==> src/rtl/scanline_irq_scheduler_pkg.sv <==
// Shared configuration for the scanline IRQ scheduler: build-time enable and
// the {A13,A0} register-select encodings of the $C000-$FFFF register window.
package scanline_irq_scheduler_pkg;

  localparam bit ENABLE_SCANLINE_IRQ = 1'b1;

  typedef enum logic [1:0] {
    RegC000 = 2'b00,
    RegC001 = 2'b01,
    RegE000 = 2'b10,
    RegE001 = 2'b11
  } reg_sel_e;

  function automatic reg_sel_e reg_sel_of(input logic [14:0] addr);
    return reg_sel_e'({addr[13], addr[0]});
  endfunction

endpackage

==> src/rtl/scanline_irq_scheduler_if.sv <==
// CPU bus, PPU A12 and IRQ signals between the cartridge logic and the scheduler.
interface scanline_irq_scheduler_if;
  logic        romsel;
  logic        cpu_rw_in;
  logic [14:0] cpu_addr_in;
  logic [7:0]  cpu_data_in;
  logic        ppu_a12;
  logic        irq;
  logic        irq_pending;

  modport master (
    output romsel, cpu_rw_in, cpu_addr_in, cpu_data_in, ppu_a12,
    input  irq, irq_pending
  );

  modport slave (
    input  romsel, cpu_rw_in, cpu_addr_in, cpu_data_in, ppu_a12,
    output irq, irq_pending
  );
endinterface

==> src/rtl/a12_edge_filter.sv <==
// Synchronises PPU A12 into the m2 domain and emits a one-cycle a12_clock pulse
// on a rising edge that follows at least A12_LOW_MIN synchronised low cycles.
module a12_edge_filter #(
  parameter int unsigned A12_LOW_MIN = 3,
  parameter bit          ENABLE      = 1'b1
) (
  input  logic m2,
  input  logic not_reset,
  input  logic ppu_a12,
  output logic a12_clock
);

  localparam int unsigned LW = $clog2(A12_LOW_MIN + 1);
  localparam logic [LW-1:0] LowMax = LW'(A12_LOW_MIN);

  logic          sync1_q, sync2_q;
  logic [1:0]    valid_q;
  logic [LW-1:0] low_cnt_q, low_cnt_d;

  // Only samples that actually crossed the synchroniser count as low time, so
  // the reset value of the flops never qualifies an early edge.
  always_comb begin
    low_cnt_d = low_cnt_q;
    if (sync2_q) begin
      low_cnt_d = '0;
    end else if (valid_q[1] && (low_cnt_q != LowMax)) begin
      low_cnt_d = low_cnt_q + LW'(1);
    end
  end

  always_ff @(posedge m2 or negedge not_reset) begin
    if (!not_reset) begin
      sync1_q   <= 1'b0;
      sync2_q   <= 1'b0;
      valid_q   <= 2'b00;
      low_cnt_q <= '0;
    end else if (ENABLE) begin
      sync1_q   <= ppu_a12;
      sync2_q   <= sync1_q;
      valid_q   <= {valid_q[0], 1'b1};
      low_cnt_q <= low_cnt_d;
    end
  end

  // low_cnt_q is cleared one cycle after A12 goes high, so a held-high A12
  // yields a single pulse.
  assign a12_clock = ENABLE && sync2_q && (low_cnt_q == LowMax);

endmodule

==> src/rtl/scanline_irq_scheduler.sv <==
// MMC3-style scanline counter: reloads/decrements on filtered A12 rises and
// raises an active-low IRQ when the counter reaches zero while enabled.
module scanline_irq_scheduler #(
  parameter bit          ENABLE_SCANLINE_IRQ = scanline_irq_scheduler_pkg::ENABLE_SCANLINE_IRQ,
  parameter int unsigned A12_LOW_MIN         = 3,
  parameter bit          NEW_IRQ_MODE        = 1'b1
) (
  input logic                     m2,
  input logic                     not_reset,
  scanline_irq_scheduler_if.slave bus
);

  import scanline_irq_scheduler_pkg::*;

  logic       a12_clock;
  logic       wr;
  reg_sel_e   sel;
  logic       reload_hit;
  logic [7:0] counter_q, counter_d;
  logic [7:0] reload_value_q, reload_value_d;
  logic       reload_flag_q, reload_flag_d;
  logic       irq_enable_q, irq_enable_d;
  logic       irq_pending_q, irq_pending_d;

  a12_edge_filter #(
    .A12_LOW_MIN (A12_LOW_MIN),
    .ENABLE      (ENABLE_SCANLINE_IRQ)
  ) u_filter (
    .m2        (m2),
    .not_reset (not_reset),
    .ppu_a12   (bus.ppu_a12),
    .a12_clock (a12_clock)
  );

  assign wr  = ENABLE_SCANLINE_IRQ && !bus.romsel && !bus.cpu_rw_in && bus.cpu_addr_in[14];
  assign sel = reg_sel_of(bus.cpu_addr_in);

  always_comb begin
    counter_d      = counter_q;
    reload_value_d = reload_value_q;
    reload_flag_d  = reload_flag_q;
    irq_enable_d   = irq_enable_q;
    irq_pending_d  = irq_pending_q;
    reload_hit     = 1'b0;

    // A $C001 write on the same edge swallows the clock event entirely.
    if (a12_clock && !(wr && (sel == RegC001))) begin
      if ((counter_q == 8'd0) || reload_flag_q) begin
        counter_d     = reload_value_q;
        reload_flag_d = 1'b0;
        reload_hit    = 1'b1;
      end else begin
        counter_d = counter_q - 8'd1;
      end
      if (irq_enable_q && (counter_d == 8'd0) && (NEW_IRQ_MODE || !reload_hit)) begin
        irq_pending_d = 1'b1;
      end
    end

    if (wr) begin
      unique case (sel)
        RegC000: reload_value_d = bus.cpu_data_in;
        RegC001: begin
          reload_flag_d = 1'b1;
          counter_d     = 8'd0;
        end
        RegE000: begin
          irq_enable_d  = 1'b0;
          irq_pending_d = 1'b0;
        end
        RegE001: irq_enable_d = 1'b1;
      endcase
    end
  end

  always_ff @(posedge m2 or negedge not_reset) begin
    if (!not_reset) begin
      counter_q      <= 8'd0;
      reload_value_q <= 8'd0;
      reload_flag_q  <= 1'b0;
      irq_enable_q   <= 1'b0;
      irq_pending_q  <= 1'b0;
    end else begin
      counter_q      <= counter_d;
      reload_value_q <= reload_value_d;
      reload_flag_q  <= reload_flag_d;
      irq_enable_q   <= irq_enable_d;
      irq_pending_q  <= irq_pending_d;
    end
  end

  assign bus.irq         = ~irq_pending_q;
  assign bus.irq_pending = irq_pending_q;

endmodule

==> src/flat_wrapper.sv <==
// flat-port wrapper written by rule: the top's interface ports become plain ports
module scanline_irq_scheduler_flat import scanline_irq_scheduler_pkg::*;
#(
  parameter bit          ENABLE_SCANLINE_IRQ = scanline_irq_scheduler_pkg::ENABLE_SCANLINE_IRQ,
  parameter int unsigned A12_LOW_MIN         = 3,
  parameter bit          NEW_IRQ_MODE        = 1'b1
)
  (m2, not_reset, bus_romsel, bus_cpu_rw_in, bus_cpu_addr_in, bus_cpu_data_in, bus_ppu_a12, bus_irq, bus_irq_pending);
  scanline_irq_scheduler_if bus_i ();
  input logic m2;
  input logic not_reset;
  input wire logic [$bits(bus_i.romsel)-1:0] bus_romsel;
  input wire logic [$bits(bus_i.cpu_rw_in)-1:0] bus_cpu_rw_in;
  input wire logic [$bits(bus_i.cpu_addr_in)-1:0] bus_cpu_addr_in;
  input wire logic [$bits(bus_i.cpu_data_in)-1:0] bus_cpu_data_in;
  input wire logic [$bits(bus_i.ppu_a12)-1:0] bus_ppu_a12;
  output wire logic [$bits(bus_i.irq)-1:0] bus_irq;
  output wire logic [$bits(bus_i.irq_pending)-1:0] bus_irq_pending;
  assign bus_i.romsel = bus_romsel;
  assign bus_i.cpu_rw_in = bus_cpu_rw_in;
  assign bus_i.cpu_addr_in = bus_cpu_addr_in;
  assign bus_i.cpu_data_in = bus_cpu_data_in;
  assign bus_i.ppu_a12 = bus_ppu_a12;
  assign bus_irq = bus_i.irq;
  assign bus_irq_pending = bus_i.irq_pending;
  scanline_irq_scheduler #(.ENABLE_SCANLINE_IRQ(ENABLE_SCANLINE_IRQ), .A12_LOW_MIN(A12_LOW_MIN), .NEW_IRQ_MODE(NEW_IRQ_MODE)) u_core (.m2(m2), .not_reset(not_reset), .bus(bus_i));
endmodule
==> config.mk <==
export PLATFORM = sky130hd
export DESIGN_NAME = scanline_irq_scheduler_flat
export DESIGN_NICKNAME = d
export VERILOG_FILES = /design/src/rtl/scanline_irq_scheduler_pkg.sv /design/src/rtl/scanline_irq_scheduler_if.sv /design/src/rtl/a12_edge_filter.sv /design/src/rtl/scanline_irq_scheduler.sv /design/src/flat_wrapper.sv
export SDC_FILE = /design/constraint.sdc
export NUM_CORES = 1
export LEC_CHECK = 0
export CORE_MARGIN = 2
export CORE_UTILIZATION = 53
export CTS_CLUSTER_SIZE = 20
export DETAILED_ROUTE_END_ITERATION = 6
export GPL_TIMING_DRIVEN = 1
export MAX_ROUTING_LAYER = met4
export PLACE_DENSITY = 0.83
export REMOVE_ABC_BUFFERS = 1
export SLEW_MARGIN = 25
export SYNTH_ARGS = -nofsm -noshare
export SYNTH_HDL_FRONTEND = slang
export SYNTH_SLANG_ARGS = --single-unit
==> constraint.sdc <==
create_clock -name m2 -period 3.97 [get_ports m2]
set_clock_uncertainty 0.2 [all_clocks]
set_input_delay 0.397 -clock m2 [delete_from_list [all_inputs] [get_ports m2]]
set_output_delay 0.397 -clock m2 [all_outputs]
set_load 0.02 [all_outputs]
==> report_table.html, run 1 <==
<table>
<tr><th>Metric</th><th>Value</th></tr>
<tr><th colspan="2">Logic synthesis</th></tr>
<tr><td>Synthesized cell area</td><td>1340 um2</td></tr>
<tr><td>Count of state elements after synthesis</td><td>25</td></tr>
<tr><td>Post-Synthesis Cells</td><td>124</td></tr>
<tr><td>Synth warnings</td><td>0</td></tr>
<tr><td>Ys flop type</td><td>dfrtp_1</td></tr>
<tr><td>Sequential element share of the synthesized area</td><td>46.7%</td></tr>
<tr><td>Number of distinct library cells after synthesis</td><td>40</td></tr>
<tr><td>Avg Synthesized Cell Area</td><td>10.8 um2</td></tr>
<tr><td>Async set-reset flop share out of synthesis</td><td>100%</td></tr>
<tr><td>Count of flip-flops with a built-in enable after synthesis</td><td>0</td></tr>
<tr><th colspan="2">Place</th></tr>
<tr><td>Post-DP HPWL</td><td>1.93 mm</td></tr>
<tr><td>Weighted congestion at the end of routability-driven global placement</td><td>0.784</td></tr>
<tr><td>Number of buffer cells added on primary ports</td><td>17</td></tr>
<tr><td>Placed cell area</td><td>1510 um2</td></tr>
<tr><td>Worst setup timing slack at the placement stage</td><td>1640 ps</td></tr>
<tr><th colspan="2">Global route</th></tr>
<tr><td>Overall Global Routing Usage</td><td>19.9%</td></tr>
<tr><td>Number of global-route vias before repair</td><td>905</td></tr>
<tr><td>Gr ovfl total</td><td>0</td></tr>
<tr><td>Wire length of the first global-routing pass</td><td>4.13 mm</td></tr>
<tr><td>Antenna violations before repair</td><td>0</td></tr>
<tr><td>Largest net degree at the start of global routing</td><td>26</td></tr>
<tr><th colspan="2">Critical path</th></tr>
<tr><td>Reg2reg path depth</td><td>7</td></tr>
<tr><td>Cells along the critical path</td><td>inv_1, ha_1, nor3b_1, a21o_4, mux2_2, a22oi_1, nor2_1</td></tr>
<tr><td>Last element of the critical path</td><td>u_core.counter_q[3]</td></tr>
<tr><td>Worst setup SP type</td><td>register</td></tr>
<tr><td>Origin of the critical flop-to-flop path</td><td>u_core.counter_q[0]</td></tr>
<tr><td>Worst Path Arrival</td><td>2210 ps</td></tr>
<tr><td>Slowest cell on the critical path</td><td>dfrtp_1</td></tr>
<tr><td>Worst Path Required</td><td>3950 ps</td></tr>
<tr><td>Max FO, Critical Path</td><td>15</td></tr>
<tr><td>End of the worst register-to-register path</td><td>u_core.counter_q[3]</td></tr>
<tr><td>Register-to-Register Setup Slack</td><td>1740 ps</td></tr>
<tr><td>Category of the most critical setup path</td><td>register to register</td></tr>
<tr><td>Launch point of the worst path</td><td>u_core.counter_q[0]</td></tr>
<tr><td>CP endpoint kind</td><td>register</td></tr>
<tr><td>Highest cell delay on the worst timing path</td><td>470 ps</td></tr>
<tr><th colspan="2">Run</th></tr>
<tr><td>Max-cap check violation count</td><td>0</td></tr>
<tr><th colspan="2">Timing</th></tr>
<tr><td>RSZ-0062 raised after global routing</td><td>false</td></tr>
<tr><td>Fin Hold WS</td><td>175 ps</td></tr>
<tr><td>Final Hold Violating Endpoints</td><td>0</td></tr>
<tr><td>Max-slew violations</td><td>0</td></tr>
<tr><td>Fin crit period</td><td>2230 ps</td></tr>
<tr><td>Final worst setup slack</td><td>1740 ps</td></tr>
<tr><td>Worst-Margin Slew</td><td>646 ps</td></tr>
<tr><td>Peak Freq</td><td>448 MHz</td></tr>
<tr><td>Relative slew slack</td><td>56.7%</td></tr>
<tr><td>Final count of negative-setup-slack endpoints</td><td>0</td></tr>
<tr><td>TNS Setup</td><td>0 ps</td></tr>
<tr><td>Ratio of final minimum period to clock period</td><td>56.2%</td></tr>
<tr><th colspan="2">CTS</th></tr>
<tr><td>Number of sinks driven by the clock tree</td><td>25</td></tr>
<tr><td>Clock latency on the worst-skew pair</td><td>300 ps</td></tr>
<tr><td>Clock tree from TritonCTS</td><td>yes</td></tr>
<tr><td>Setup bufs post-CTS</td><td>0</td></tr>
<tr><td>Level count of the clock H-tree</td><td>1</td></tr>
<tr><td>Clock tree root buffer cell</td><td>clkbuf_4</td></tr>
<tr><td>Maximum number of buffers from clock root to sink</td><td>2</td></tr>
<tr><td>CTS clock-pin slew for the worst setup and hold paths</td><td>130 ps</td></tr>
<tr><td>Total clock buffers created by CTS</td><td>3</td></tr>
<tr><th colspan="2">Detailed routing</th></tr>
<tr><td>Count of nets left with antenna violations after detail routing</td><td>0</td></tr>
<tr><td>Routed wire per std cell</td><td>14.3 um</td></tr>
<tr><td>Detailed Route WL</td><td>2.48 mm</td></tr>
<tr><td>Vias</td><td>986</td></tr>
<tr><td>First-pass iteration count of the detailed router</td><td>4</td></tr>
<tr><td>Count of unresolved DRC violations after routing</td><td>0</td></tr>
<tr><td>Via density per instance</td><td>5.70</td></tr>
<tr><td>1st-iter DRT viols</td><td>16</td></tr>
<tr><th colspan="2">Cells and area</th></tr>
<tr><td>Ratio of cells with drive above 1 in the final layout</td><td>18.2%</td></tr>
<tr><td>Most frequent standard cell in the layout excluding fill and tap cells</td><td>dfrtp_1</td></tr>
<tr><td>Area Growth Syn to Fin</td><td>15.3%</td></tr>
<tr><td>Summed area of non-filler cells in the final layout</td><td>1550 um2</td></tr>
<tr><td>Diode insertion count for antenna repair</td><td>0</td></tr>
<tr><td>Highest-count cells in the layout ignoring fill and taps</td><td>dfrtp_1, clkdlybuf4s50_1, mux2_2, nand2_1, nor2_1</td></tr>
<tr><td>Post-layout net count</td><td>175</td></tr>
<tr><td>Final core utilization</td><td>63.5%</td></tr>
<tr><th colspan="2">Die</th></tr>
<tr><td>I/O pins</td><td>30</td></tr>
<tr><td>Starting utilization of the core area</td><td>55.1%</td></tr>
<tr><td>Die ar.</td><td>2950 um2</td></tr>
<tr><td>Core Region</td><td>2430 um2</td></tr>
<tr><td>Horizontal die dimension</td><td>54.3 um</td></tr>
<tr><td>Row count</td><td>18</td></tr>
<tr><td>Chip height</td><td>54.3 um</td></tr>
<tr><th colspan="2">Run status</th></tr>
<tr><td>Outcome</td><td>finished clean</td></tr>
<tr><th colspan="2">Power and ir drop</th></tr>
<tr><td>Leakage dissipation</td><td>0.649 nW</td></tr>
<tr><td>Total power density per cell area</td><td>488 nW/um2</td></tr>
<tr><td>VDD IR max</td><td>0.371 mV</td></tr>
<tr><th colspan="2">Worst hold path</th></tr>
<tr><td>Hold Path Class</td><td>register to register</td></tr>
</table>
==> report_power, final <==
part	leakage [nW]	internal (W)	switching, W
logic	0.321	0.000143	0.000130
clock network	0.0177	0.0000375	0.0000680
registers	0.311	0.000307	0.0000689
total	0.649	0.000487	0.000267
==> area by class of cell <==
cell class                      instances  area [um2]
Clock buffer                            3        22.5
Clock inverter                          1        5.00
Fill cell                             193         887
Inverter                                4        15.0
Multi-Input combinational cell         92         664
Sequential cell                        25         626
Tap cell                               30        37.5
Timing Repair Buffer                   18         175
==> worst min path at each step <==
stage | startpoint | end | cells after the start
finish | u_core.u_filter.sync1_q | u_core.u_filter.sync2_q | 0
global route | u_core.u_filter.sync1_q | u_core.u_filter.sync2_q | 0
CTS | u_core.u_filter.sync1_q | u_core.u_filter.sync2_q | 0
detailed placement | u_core.u_filter.sync1_q | u_core.u_filter.sync2_q | 0
global placement | u_core.u_filter.valid_q[0] | u_core.u_filter.valid_q[1] | 0
floorplan | not_reset | u_core.bus.irq_pending | 0
==> cells by family after synthesis <==
| logic type | after synthesis | share of synthesized area [%] |
|---|---|---|
| DFF | 25 | 46.7 |
| xor gates and xnor gates | 2 | 1.31 |
| muxes | 13 | 10.8 |
| buffers and inverters | 7 | 3.73 |
| adders and majority gates | 3 | 2.80 |
| and+or+nand+nor | 44 | 18.5 |
| AOI/OAI and AO/OA | 29 | 15.9 |
| other | 1 | 0.280 |
==> routing by layer <==
layer | GRT usage, % | up-vias | routed length [um]
met1 | 28.0 | 477 | 1140
li1 | - | 485 | -
met3 | 1.64 | 2 | 64
met5 | - | - | 0
met2 | 30.9 | 22 | 1260
met4 | 6.25 | 0 | 19
==> metrics by stage <==
step | instances | total power [W]
floorplan | 121 | 0.000574
global placement | 168 | 0.000635
detailed placement | 168 | 0.000650
CTS | 172 | 0.000757
global route | 173 | 0.000808
finish | 173 | 0.000754
==> Yosys cell counts, types with 2 or more instances <==
cell       n  share of area (%)
mux2_2    12                 10
a22oi_1    2                1.1
or2_2      2               0.93
nor2_1    11                3.1
o311a_1    2                1.5
a21o_1     2                1.1
dfrtp_1   25                 47
inv_1      4                1.1
ha_1       3                2.8
nand4b_1   2                1.3
o21ai_0    5                1.9
or3_1      2               0.93
nand2_1   11                3.1
xnor2_1    2                1.3
a21oi_1    7                2.6
nor3_1     5                1.9
a211oi_1   2                1.1
o21bai_1   3                1.7
==> worst max-delay path: cells and delay by family, from the launching register on <==
kind	cells	cell delay (ps)
buf+inv	1	110
compound gates	2	440
mux	1	350
fa+ha+maj	1	170
flops	1	470
simple gates	2	380
==> flip-flops by register name, indices dropped and copies added, names as in the netlist <==
name,count
u_core.bus.irq_pending,1
u_core.counter_q,8
u_core.irq_enable_q,1
u_core.reload_flag_q,1
u_core.reload_value_q,8
u_core.u_filter.low_cnt_q,2
u_core.u_filter.sync1_q,1
u_core.u_filter.sync2_q,1
u_core.u_filter.valid_q,2
==> repair_timing <==
action,4_1_cts,5_1_grt
hold buffers,0,1
endpoints found under the hold margin,0,25
gates resized for setup,0,0
Power figures use the tool's default switching activity.
==> inputs of run 2 (changes only) <==
--- a/config.mk
+++ b/config.mk
@@ -6,12 +6,12 @@
 export NUM_CORES = 1
 export LEC_CHECK = 0
 export CORE_MARGIN = 2
-export CORE_UTILIZATION = 53
+export CORE_UTILIZATION = 44
 export CTS_CLUSTER_SIZE = 20
 export DETAILED_ROUTE_END_ITERATION = 6
 export GPL_TIMING_DRIVEN = 1
 export MAX_ROUTING_LAYER = met4
-export PLACE_DENSITY = 0.83
+export PLACE_DENSITY = 0.74
 export REMOVE_ABC_BUFFERS = 1
 export SLEW_MARGIN = 25
 export SYNTH_ARGS = -nofsm -noshare
==> constraint.sdc (replaced) <==
create_clock -name m2 -period 2 [get_ports m2]
set_clock_uncertainty 0.2 [all_clocks]
set_input_delay 0.2 -clock m2 [delete_from_list [all_inputs] [get_ports m2]]
set_output_delay 0.2 -clock m2 [all_outputs]
set_load 0.02 [all_outputs]
==> run 2 against run 1 <==
  * Die area up 19%
  * Sequential power up 95%
  * Combinational power rose to 3.1 times the previous value
  * Wire length up 13%
  * Register-to-register slack worse by 1700 ps
  * Worst setup slack worse by 1700 ps
  * Total power up 140%
==> report_table.html, run 2 (synthesis gave the netlist of run 1 again) <==
<table>
<tr><th>Metric</th><th>Value</th></tr>
<tr><th colspan="2">Critical path</th></tr>
<tr><td>Worst Path Arrival</td><td>2040 ps (was 2210 ps)</td></tr>
<tr><td>Register-to-Register Setup Slack</td><td>6 ps (was 1740 ps)</td></tr>
<tr><td>Category of the most critical setup path</td><td>register to register (unchanged)</td></tr>
<tr><td>Max FO, Critical Path</td><td>8 (was 15)</td></tr>
<tr><td>End of the worst register-to-register path</td><td>u_core.counter_q[2] (was u_core.counter_q[3])</td></tr>
<tr><td>Worst Path Required</td><td>2050 ps (was 3950 ps)</td></tr>
<tr><td>Worst setup SP type</td><td>register (unchanged)</td></tr>
<tr><td>Reg2reg path depth</td><td>8 (was 7)</td></tr>
<tr><td>Origin of the critical flop-to-flop path</td><td>u_core.counter_q[0] (unchanged)</td></tr>
<tr><td>Launch point of the worst path</td><td>u_core.counter_q[0] (unchanged)</td></tr>
<tr><td>CP endpoint kind</td><td>register (unchanged)</td></tr>
<tr><th colspan="2">Die</th></tr>
<tr><td>I/O pins</td><td>30 (unchanged)</td></tr>
<tr><td>Horizontal die dimension</td><td>59.2 um (was 54.3 um)</td></tr>
<tr><td>Starting utilization of the core area</td><td>45.0% (was 55.1%)</td></tr>
<tr><td>Chip height</td><td>59.2 um (was 54.3 um)</td></tr>
<tr><td>Core Region</td><td>2980 um2 (was 2430 um2)</td></tr>
<tr><td>Row count</td><td>20 (was 18)</td></tr>
<tr><td>Die ar.</td><td>3500 um2 (was 2950 um2)</td></tr>
<tr><th colspan="2">Cells and area</th></tr>
<tr><td>Final cell count without fillers</td><td>192 (was 173)</td></tr>
<tr><td>Highest-count cells in the layout ignoring fill and taps</td><td>dfrtp_1, clkdlybuf4s50_1, buf_4, mux2_2 (was dfrtp_1, clkdlybuf4s50_1, mux2_2, nand2_1, nor2_1)</td></tr>
<tr><td>Diode insertion count for antenna repair</td><td>0 (unchanged)</td></tr>
<tr><td>Post-layout net count</td><td>191 (was 175)</td></tr>
<tr><td>Most frequent standard cell in the layout excluding fill and tap cells</td><td>dfrtp_1 (unchanged)</td></tr>
<tr><td>Number of fill cells</td><td>254 (was 193)</td></tr>
<tr><td>Ratio of cells with drive above 1 in the final layout</td><td>32.1% (was 18.2%)</td></tr>
<tr><td>Area Growth Syn to Fin</td><td>30.1% (was 15.3%)</td></tr>
<tr><td>Largest regs</td><td>u_core.counter_q (8), u_core.reload_value_q (8) (unchanged)</td></tr>
<tr><th colspan="2">Run status</th></tr>
<tr><td>Outcome</td><td>finished clean (unchanged)</td></tr>
<tr><th colspan="2">Detailed routing</th></tr>
<tr><td>1st-iter DRT viols</td><td>27 (was 16)</td></tr>
<tr><td>Via density per instance</td><td>5.57 (was 5.70)</td></tr>
<tr><td>First-pass iteration count of the detailed router</td><td>4 (unchanged)</td></tr>
<tr><td>Count of nets left with antenna violations after detail routing</td><td>0 (unchanged)</td></tr>
<tr><td>Routed wire per std cell</td><td>14.6 um (was 14.3 um)</td></tr>
<tr><td>Detailed Route WL</td><td>2.80 mm (was 2.48 mm)</td></tr>
<tr><td>Count of unresolved DRC violations after routing</td><td>0 (unchanged)</td></tr>
<tr><td>Vias</td><td>1,070 (was 986)</td></tr>
<tr><th colspan="2">CTS</th></tr>
<tr><td>Level count of the clock H-tree</td><td>1 (unchanged)</td></tr>
<tr><td>Total clock buffers created by CTS</td><td>3 (unchanged)</td></tr>
<tr><td>Clock latency on the worst-skew pair</td><td>300 ps (about the same)</td></tr>
<tr><td>Clock tree from TritonCTS</td><td>yes (unchanged)</td></tr>
<tr><td>Number of sinks driven by the clock tree</td><td>25 (unchanged)</td></tr>
<tr><td>Maximum number of buffers from clock root to sink</td><td>2 (unchanged)</td></tr>
<tr><td>Clock tree root buffer cell</td><td>clkbuf_4 (unchanged)</td></tr>
<tr><td>CTS clock-pin slew for the worst setup and hold paths</td><td>120 ps (was 130 ps)</td></tr>
<tr><th colspan="2">Place</th></tr>
<tr><td>Worst setup timing slack at the placement stage</td><td>-92.6 ps (was 1640 ps)</td></tr>
<tr><td>Placed cells</td><td>185 (was 168)</td></tr>
<tr><td>Number of buffer cells added on primary ports</td><td>17 (unchanged)</td></tr>
<tr><td>Weighted congestion at the end of routability-driven global placement</td><td>0.791 (was 0.784)</td></tr>
<tr><td>Post-DP HPWL</td><td>2.11 mm (was 1.93 mm)</td></tr>
<tr><th colspan="2">Power and ir drop</th></tr>
<tr><td>Total power density per cell area</td><td>1020 nW/um2 (was 488 nW/um2)</td></tr>
<tr><td>Leakage dissipation</td><td>0.742 nW (was 0.649 nW)</td></tr>
<tr><td>Total power after layout</td><td>0.00178 W (was 0.000754 W)</td></tr>
<tr><td>VDD IR max</td><td>0.516 mV (was 0.371 mV)</td></tr>
<tr><th colspan="2">Timing</th></tr>
<tr><td>TNS Setup</td><td>0 ps (unchanged)</td></tr>
<tr><td>Peak Freq</td><td>501 MHz (was 448 MHz)</td></tr>
<tr><td>Final worst setup slack</td><td>5.63 ps (was 1740 ps)</td></tr>
<tr><td>Fin crit period</td><td>1990 ps (was 2230 ps)</td></tr>
<tr><td>RSZ-0062 raised after global routing</td><td>true (was false)</td></tr>
<tr><td>Ratio of final minimum period to clock period</td><td>99.7% (was 56.2%)</td></tr>
<tr><td>Max-slew violations</td><td>0 (unchanged)</td></tr>
<tr><td>Final count of negative-setup-slack endpoints</td><td>0 (unchanged)</td></tr>
<tr><td>Final Hold Violating Endpoints</td><td>0 (unchanged)</td></tr>
<tr><th colspan="2">Global route</th></tr>
<tr><td>Overall Global Routing Usage</td><td>18.5% (was 19.9%)</td></tr>
<tr><td>Gr ovfl total</td><td>0 (unchanged)</td></tr>
<tr><td>Number of global-route vias before repair</td><td>1,054 (was 905)</td></tr>
<tr><td>Wire length of the first global-routing pass</td><td>4.72 mm (was 4.13 mm)</td></tr>
<tr><td>Largest net degree at the start of global routing</td><td>26 (unchanged)</td></tr>
<tr><td>Antenna violations before repair</td><td>0 (unchanged)</td></tr>
<tr><th colspan="2">Worst hold path</th></tr>
<tr><td>Hold Path Class</td><td>primary input to async pin (was register to register)</td></tr>
<tr><th colspan="2">Run</th></tr>
<tr><td>Max-cap check violation count</td><td>0 (unchanged)</td></tr>
</table>
-- run 2: how the worst max path moves through the flow --
stage	end	cells past startpoint
5_1_grt	u_core.counter_q[2]	8
3_3_place_gp	u_core.bus.irq_pending	8
3_5_place_dp	u_core.counter_q[3]	7
6_report	u_core.counter_q[2]	8
2_1_floorplan	u_core.counter_q[3]	7
4_1_cts	u_core.counter_q[2]	8
-- run 2: per-stage QoR --
stage                     area [um2]  hold slack (ps)  utilization [%]
after detailed placement        1620              139             54.5
after CTS                       1680             32.7             56.3
after global placement          1620              134             54.5
after floorplan                 1310             -296                -
final                           1740             32.7             58.5
after global routing            1740             52.2             58.5
-- run 2: report_power, final --
| group | total [W] | internal, W | switching, W |
|---|---|---|---|
| registers | 0.000733 | 0.000609 | 0.000124 |
| logic | 0.000833 | 0.000473 | 0.000360 |
| clock network | 0.000213 | 0.0000778 | 0.000135 |
| total | 0.00178 | 0.00116 | 0.000619 |
-- run 2: worst max-delay path, cell delays in order, from the launching register on --
cell,delay (ps)
dfrtp_1,380
inv_2,60
ha_4,160
nor3b_4,150
a21o_4,250
buf_6,130
or3_4,320
a21o_1,170
a21oi_2,110
-- run 2: layer usage --
metal  vias up  global-route usage, %  share of wire [%]  wire, um
li1        515                      -                  -         -
met1       526                   23.1                 45      1250
met2        27                   29.4                 51      1420
met3         2                   3.28                3.8       105
met4         0                   8.12               0.89        25
met5         -                      -                  0         0
-- run 2: repair_timing --
item                                    CTS  global route
setup buffers                             0             3
resized for setup                         7             8
endpoints found under the setup margin    4             4
pin swaps                                 1             6
hold buffers                              0             0
-- run 2: layout make-up --
type / instances / area (um2) / area share (%)
Multi-Input combinational cell: 92 / 733 / 42.1
Sequential cell: 25 / 626 / 35.9
Clock buffer: 4 / 26.3 / 1.51
Timing Repair Buffer: 34 / 302 / 17.3
Tap cell: 33 / 41.3 / 2.37
Inverter: 4 / 15.0 / 0.861
==> inputs of run 3 (changes only) <==
--- a/config.mk
+++ b/config.mk
@@ -9,10 +9,11 @@
 export CORE_UTILIZATION = 44
 export CTS_CLUSTER_SIZE = 20
 export DETAILED_ROUTE_END_ITERATION = 6
-export GPL_TIMING_DRIVEN = 1
+export GPL_TIMING_DRIVEN = 0
 export MAX_ROUTING_LAYER = met4
 export PLACE_DENSITY = 0.74
 export REMOVE_ABC_BUFFERS = 1
+export SKIP_CTS_REPAIR_TIMING = 1
 export SLEW_MARGIN = 25
 export SYNTH_ARGS = -nofsm -noshare
 export SYNTH_HDL_FRONTEND = slang
==> constraint.sdc (replaced) <==
create_clock -name m2 -period 1.7 [get_ports m2]
set_clock_uncertainty 0.2 [all_clocks]
set_input_delay 0.17 -clock m2 [delete_from_list [all_inputs] [get_ports m2]]
set_output_delay 0.17 -clock m2 [all_outputs]
set_load 0.02 [all_outputs]
==> run 3 against run 2 <==
  * The run now ends with setup timing left
  * Combinational power up 3.5%
  * Fmax rose by 2.1%
  * Critical path depth down 3
  * Sequential cell count unchanged
  * Highest routed layer unchanged
  * Critical path type unchanged
  * Non-clock buffer count down 9
  * Register-to-register slack lost 260 ps
  * Clock power grew 22%
==> report_table.html, run 3 (synthesis gave the netlist of run 1 again) <==
<table>
<tr><th>Metric</th><th>Value</th></tr>
<tr><th colspan="2">Timing</th></tr>
<tr><td>Peak Freq</td><td>512 MHz (was 501 MHz)</td></tr>
<tr><td>Final count of negative-setup-slack endpoints</td><td>17 (was 0)</td></tr>
<tr><td>Relative slew slack</td><td>54.4%</td></tr>
<tr><td>RSZ-0062 raised after global routing</td><td>true (unchanged)</td></tr>
<tr><td>Final Hold Violating Endpoints</td><td>0 (unchanged)</td></tr>
<tr><td>Fin Hold WS</td><td>67.2 ps (was 32.7 ps)</td></tr>
<tr><td>Ratio of final minimum period to clock period</td><td>115% (was 99.7%)</td></tr>
<tr><td>Max-slew violations</td><td>0 (unchanged)</td></tr>
<tr><td>Fin crit period</td><td>1950 ps (was 1990 ps)</td></tr>
<tr><td>Final worst setup slack</td><td>-253 ps (was 5.63 ps)</td></tr>
<tr><td>Worst-Margin Slew</td><td>681 ps</td></tr>
<tr><th colspan="2">Global route</th></tr>
<tr><td>Overall Global Routing Usage</td><td>16.4% (was 18.5%)</td></tr>
<tr><td>Antenna violations before repair</td><td>0 (unchanged)</td></tr>
<tr><td>Gr ovfl total</td><td>0 (unchanged)</td></tr>
<tr><td>Number of global-route vias before repair</td><td>973 (was 1,054)</td></tr>
<tr><td>Largest net degree at the start of global routing</td><td>26 (unchanged)</td></tr>
<tr><td>Wire length of the first global-routing pass</td><td>4.24 mm (was 4.72 mm)</td></tr>
<tr><th colspan="2">Die</th></tr>
<tr><td>Row count</td><td>20 (unchanged)</td></tr>
<tr><td>Core Region</td><td>2980 um2 (unchanged)</td></tr>
<tr><td>Horizontal die dimension</td><td>59.2 um (unchanged)</td></tr>
<tr><td>Chip height</td><td>59.2 um (unchanged)</td></tr>
<tr><td>Starting utilization of the core area</td><td>45.0% (unchanged)</td></tr>
<tr><td>Die ar.</td><td>3500 um2 (unchanged)</td></tr>
<tr><td>I/O pins</td><td>30 (unchanged)</td></tr>
<tr><th colspan="2">Critical path</th></tr>
<tr><td>Worst setup SP type</td><td>register (unchanged)</td></tr>
<tr><td>CP endpoint kind</td><td>register (unchanged)</td></tr>
<tr><td>Worst Path Required</td><td>1720 ps (was 2050 ps)</td></tr>
<tr><td>Max FO, Critical Path</td><td>4 (was 8)</td></tr>
<tr><td>End of the worst register-to-register path</td><td>u_core.bus.irq_pending (was u_core.counter_q[2])</td></tr>
<tr><td>Last element of the critical path</td><td>u_core.bus.irq_pending (was u_core.counter_q[2])</td></tr>
<tr><td>Category of the most critical setup path</td><td>register to register (unchanged)</td></tr>
<tr><td>Register-to-Register Setup Slack</td><td>-250 ps (was 6 ps)</td></tr>
<tr><td>Launch point of the worst path</td><td>u_core.counter_q[5] (was u_core.counter_q[0])</td></tr>
<tr><td>Worst Path Arrival</td><td>1970 ps (was 2040 ps)</td></tr>
<tr><td>Origin of the critical flop-to-flop path</td><td>u_core.counter_q[5] (was u_core.counter_q[0])</td></tr>
<tr><td>Reg2reg path depth</td><td>5 (was 8)</td></tr>
<tr><th colspan="2">Cells and area</th></tr>
<tr><td>Post-layout net count</td><td>183 (was 191)</td></tr>
<tr><td>Area Growth Syn to Fin</td><td>25.5% (was 30.1%)</td></tr>
<tr><td>Most frequent standard cell in the layout excluding fill and tap cells</td><td>dfrtp_1 (unchanged)</td></tr>
<tr><td>Final core utilization</td><td>56.5% (was 58.5%)</td></tr>
<tr><td>Ratio of cells with drive above 1 in the final layout</td><td>31.8% (was 32.1%)</td></tr>
<tr><td>Area used by multi-input combinational logic</td><td>736 um2 (was 733 um2)</td></tr>
<tr><td>Total area of sequential cells</td><td>629 um2 (was 626 um2)</td></tr>
<tr><td>Number of fill cells</td><td>239 (was 254)</td></tr>
<tr><td>Diode insertion count for antenna repair</td><td>0 (unchanged)</td></tr>
<tr><td>Highest-count cells in the layout ignoring fill and taps</td><td>dfrtp_1, clkdlybuf4s50_1, nand2_1, nor2_1, mux2_2 (was dfrtp_1, clkdlybuf4s50_1, buf_4, mux2_2)</td></tr>
<tr><td>Largest regs</td><td>u_core.counter_q (8), u_core.reload_value_q (8) (unchanged)</td></tr>
<tr><td>Summed area of non-filler cells in the final layout</td><td>1680 um2 (was 1740 um2)</td></tr>
<tr><td>Final cell count without fillers</td><td>184 (was 192)</td></tr>
<tr><th colspan="2">CTS</th></tr>
<tr><td>Level count of the clock H-tree</td><td>1 (unchanged)</td></tr>
<tr><td>Number of sinks driven by the clock tree</td><td>25 (unchanged)</td></tr>
<tr><td>CTS clock-pin slew for the worst setup and hold paths</td><td>130 ps (was 120 ps)</td></tr>
<tr><td>Clock latency on the worst-skew pair</td><td>320 ps (was 300 ps)</td></tr>
<tr><td>Total clock buffers created by CTS</td><td>3 (unchanged)</td></tr>
<tr><td>Clock tree from TritonCTS</td><td>yes (unchanged)</td></tr>
<tr><td>Clock tree root buffer cell</td><td>clkbuf_4 (unchanged)</td></tr>
<tr><td>Maximum number of buffers from clock root to sink</td><td>2 (unchanged)</td></tr>
<tr><th colspan="2">Power and ir drop</th></tr>
<tr><td>P_int</td><td>0.00128 W (was 0.00116 W)</td></tr>
<tr><td>Total power density per cell area</td><td>1190 nW/um2 (was 1020 nW/um2)</td></tr>
<tr><td>Clock Power Share</td><td>13.0% (was 12.0%)</td></tr>
<tr><td>Combinational Power Share</td><td>43.0% (was 46.8%)</td></tr>
<tr><td>VDD IR max</td><td>0.610 mV (was 0.516 mV)</td></tr>
<tr><td>Switching Share</td><td>36.2% (was 34.8%)</td></tr>
<tr><td>Leakage dissipation</td><td>0.716 nW (was 0.742 nW)</td></tr>
<tr><td>Switch Pwr</td><td>0.000727 W (was 0.000619 W)</td></tr>
<tr><td>Sequential share of power</td><td>44.0% (was 41.2%)</td></tr>
<tr><th colspan="2">Detailed routing</th></tr>
<tr><td>Count of unresolved DRC violations after routing</td><td>0 (unchanged)</td></tr>
<tr><td>1st-iter DRT viols</td><td>41 (was 27)</td></tr>
<tr><td>Routed wire per std cell</td><td>15.3 um (was 14.6 um)</td></tr>
<tr><td>First-pass iteration count of the detailed router</td><td>4 (unchanged)</td></tr>
<tr><td>Via density per instance</td><td>5.76 (was 5.57)</td></tr>
<tr><td>Count of nets left with antenna violations after detail routing</td><td>0 (unchanged)</td></tr>
<tr><td>Vias</td><td>1,060 (was 1,070)</td></tr>
<tr><td>Detailed Route WL</td><td>2.81 mm (was 2.80 mm)</td></tr>
<tr><th colspan="2">Worst hold path</th></tr>
<tr><td>Hold Path Class</td><td>primary input to register (was primary input to async pin)</td></tr>
<tr><th colspan="2">Run status</th></tr>
<tr><td>Violated checks</td><td>setup timing</td></tr>
<tr><td>Outcome</td><td>finished with violations (was finished clean)</td></tr>
<tr><th colspan="2">Place</th></tr>
<tr><td>Placed cell area</td><td>1510 um2 (was 1620 um2)</td></tr>
<tr><td>Number of buffer cells added on primary ports</td><td>17 (unchanged)</td></tr>
<tr><td>Post-DP HPWL</td><td>1.90 mm (was 2.11 mm)</td></tr>
<tr><td>Placed cells</td><td>171 (was 185)</td></tr>
<tr><td>Worst setup timing slack at the placement stage</td><td>-499 ps (was -92.6 ps)</td></tr>
<tr><td>Weighted congestion at the end of routability-driven global placement</td><td>0.795 (was 0.791)</td></tr>
<tr><th colspan="2">Run</th></tr>
<tr><td>Max-cap check violation count</td><td>0 (unchanged)</td></tr>
</table>
==> run 3: cell types whose count changed in the layout (fill, tap and decap cells not counted), sizes merged <==
cell and delta:
clkbuf -1, dlymetal6s2s +2, buf -9, a21o +1, clkinv +1, clkdlybuf4s50 -3, dlygate4sd3 +1
==> run 3: metrics by stage <==
step	power [W]	TNS [ps]
finish	0.00201	-1890
CTS	0.00178	-3770
floorplan	0.00134	-1510
global route	0.00215	-3570
global placement	0.00149	-5410
detailed placement	0.00152	-6200
==> run 3: critical path, stage by stage (launching register included) <==
cell and delay (ps):
dfrtp_2 470, nor4_4 400, buf_4 190, nand4b_1 80, o311a_1 160, o41ai_2 340
==> run 3: per-layer routing <==
metal	routed length (um)	global-route usage, %
met5	0	-
met4	80	5.84
met3	116	1.97
met2	1500	27.6
met1	1120	20.3
==> run 3: worst min path at each step <==
stage	startpoint	to	slack (ps)	depth (start not counted)
3_5_place_dp	not_reset	u_core.u_filter.sync1_q	-20	1
3_3_place_gp	u_core.u_filter.valid_q[0]	u_core.u_filter.valid_q[1]	130	0
2_1_floorplan	not_reset	u_core.bus.irq_pending	-330	0
5_1_grt	bus_ppu_a12	u_core.u_filter.sync1_q	70	1
4_1_cts	not_reset	u_core.u_filter.sync1_q	-380	1
6_report	bus_ppu_a12	u_core.u_filter.sync1_q	70	1
==> run 3: area by class of cell <==
class,instances,area share [%]
multi-input combinational,93,43.8
inverter,4,0.893
tap,33,2.46
clock buffer,3,1.34
timing repair buffer,25,13.8
clock inverter,1,0.298
sequential,25,37.4
==> run 3: power groups by stage <==
stage	Clock (W)	Combinational [W]	Sequential [W]
finish	0.000260	0.000862	0.000884
detailed placement	0	0.000633	0.000884
global placement	0	0.000612	0.000874
floorplan	0	0.000500	0.000841
global route	0.000294	0.000948	0.000905
CTS	0.000270	0.000637	0.000872
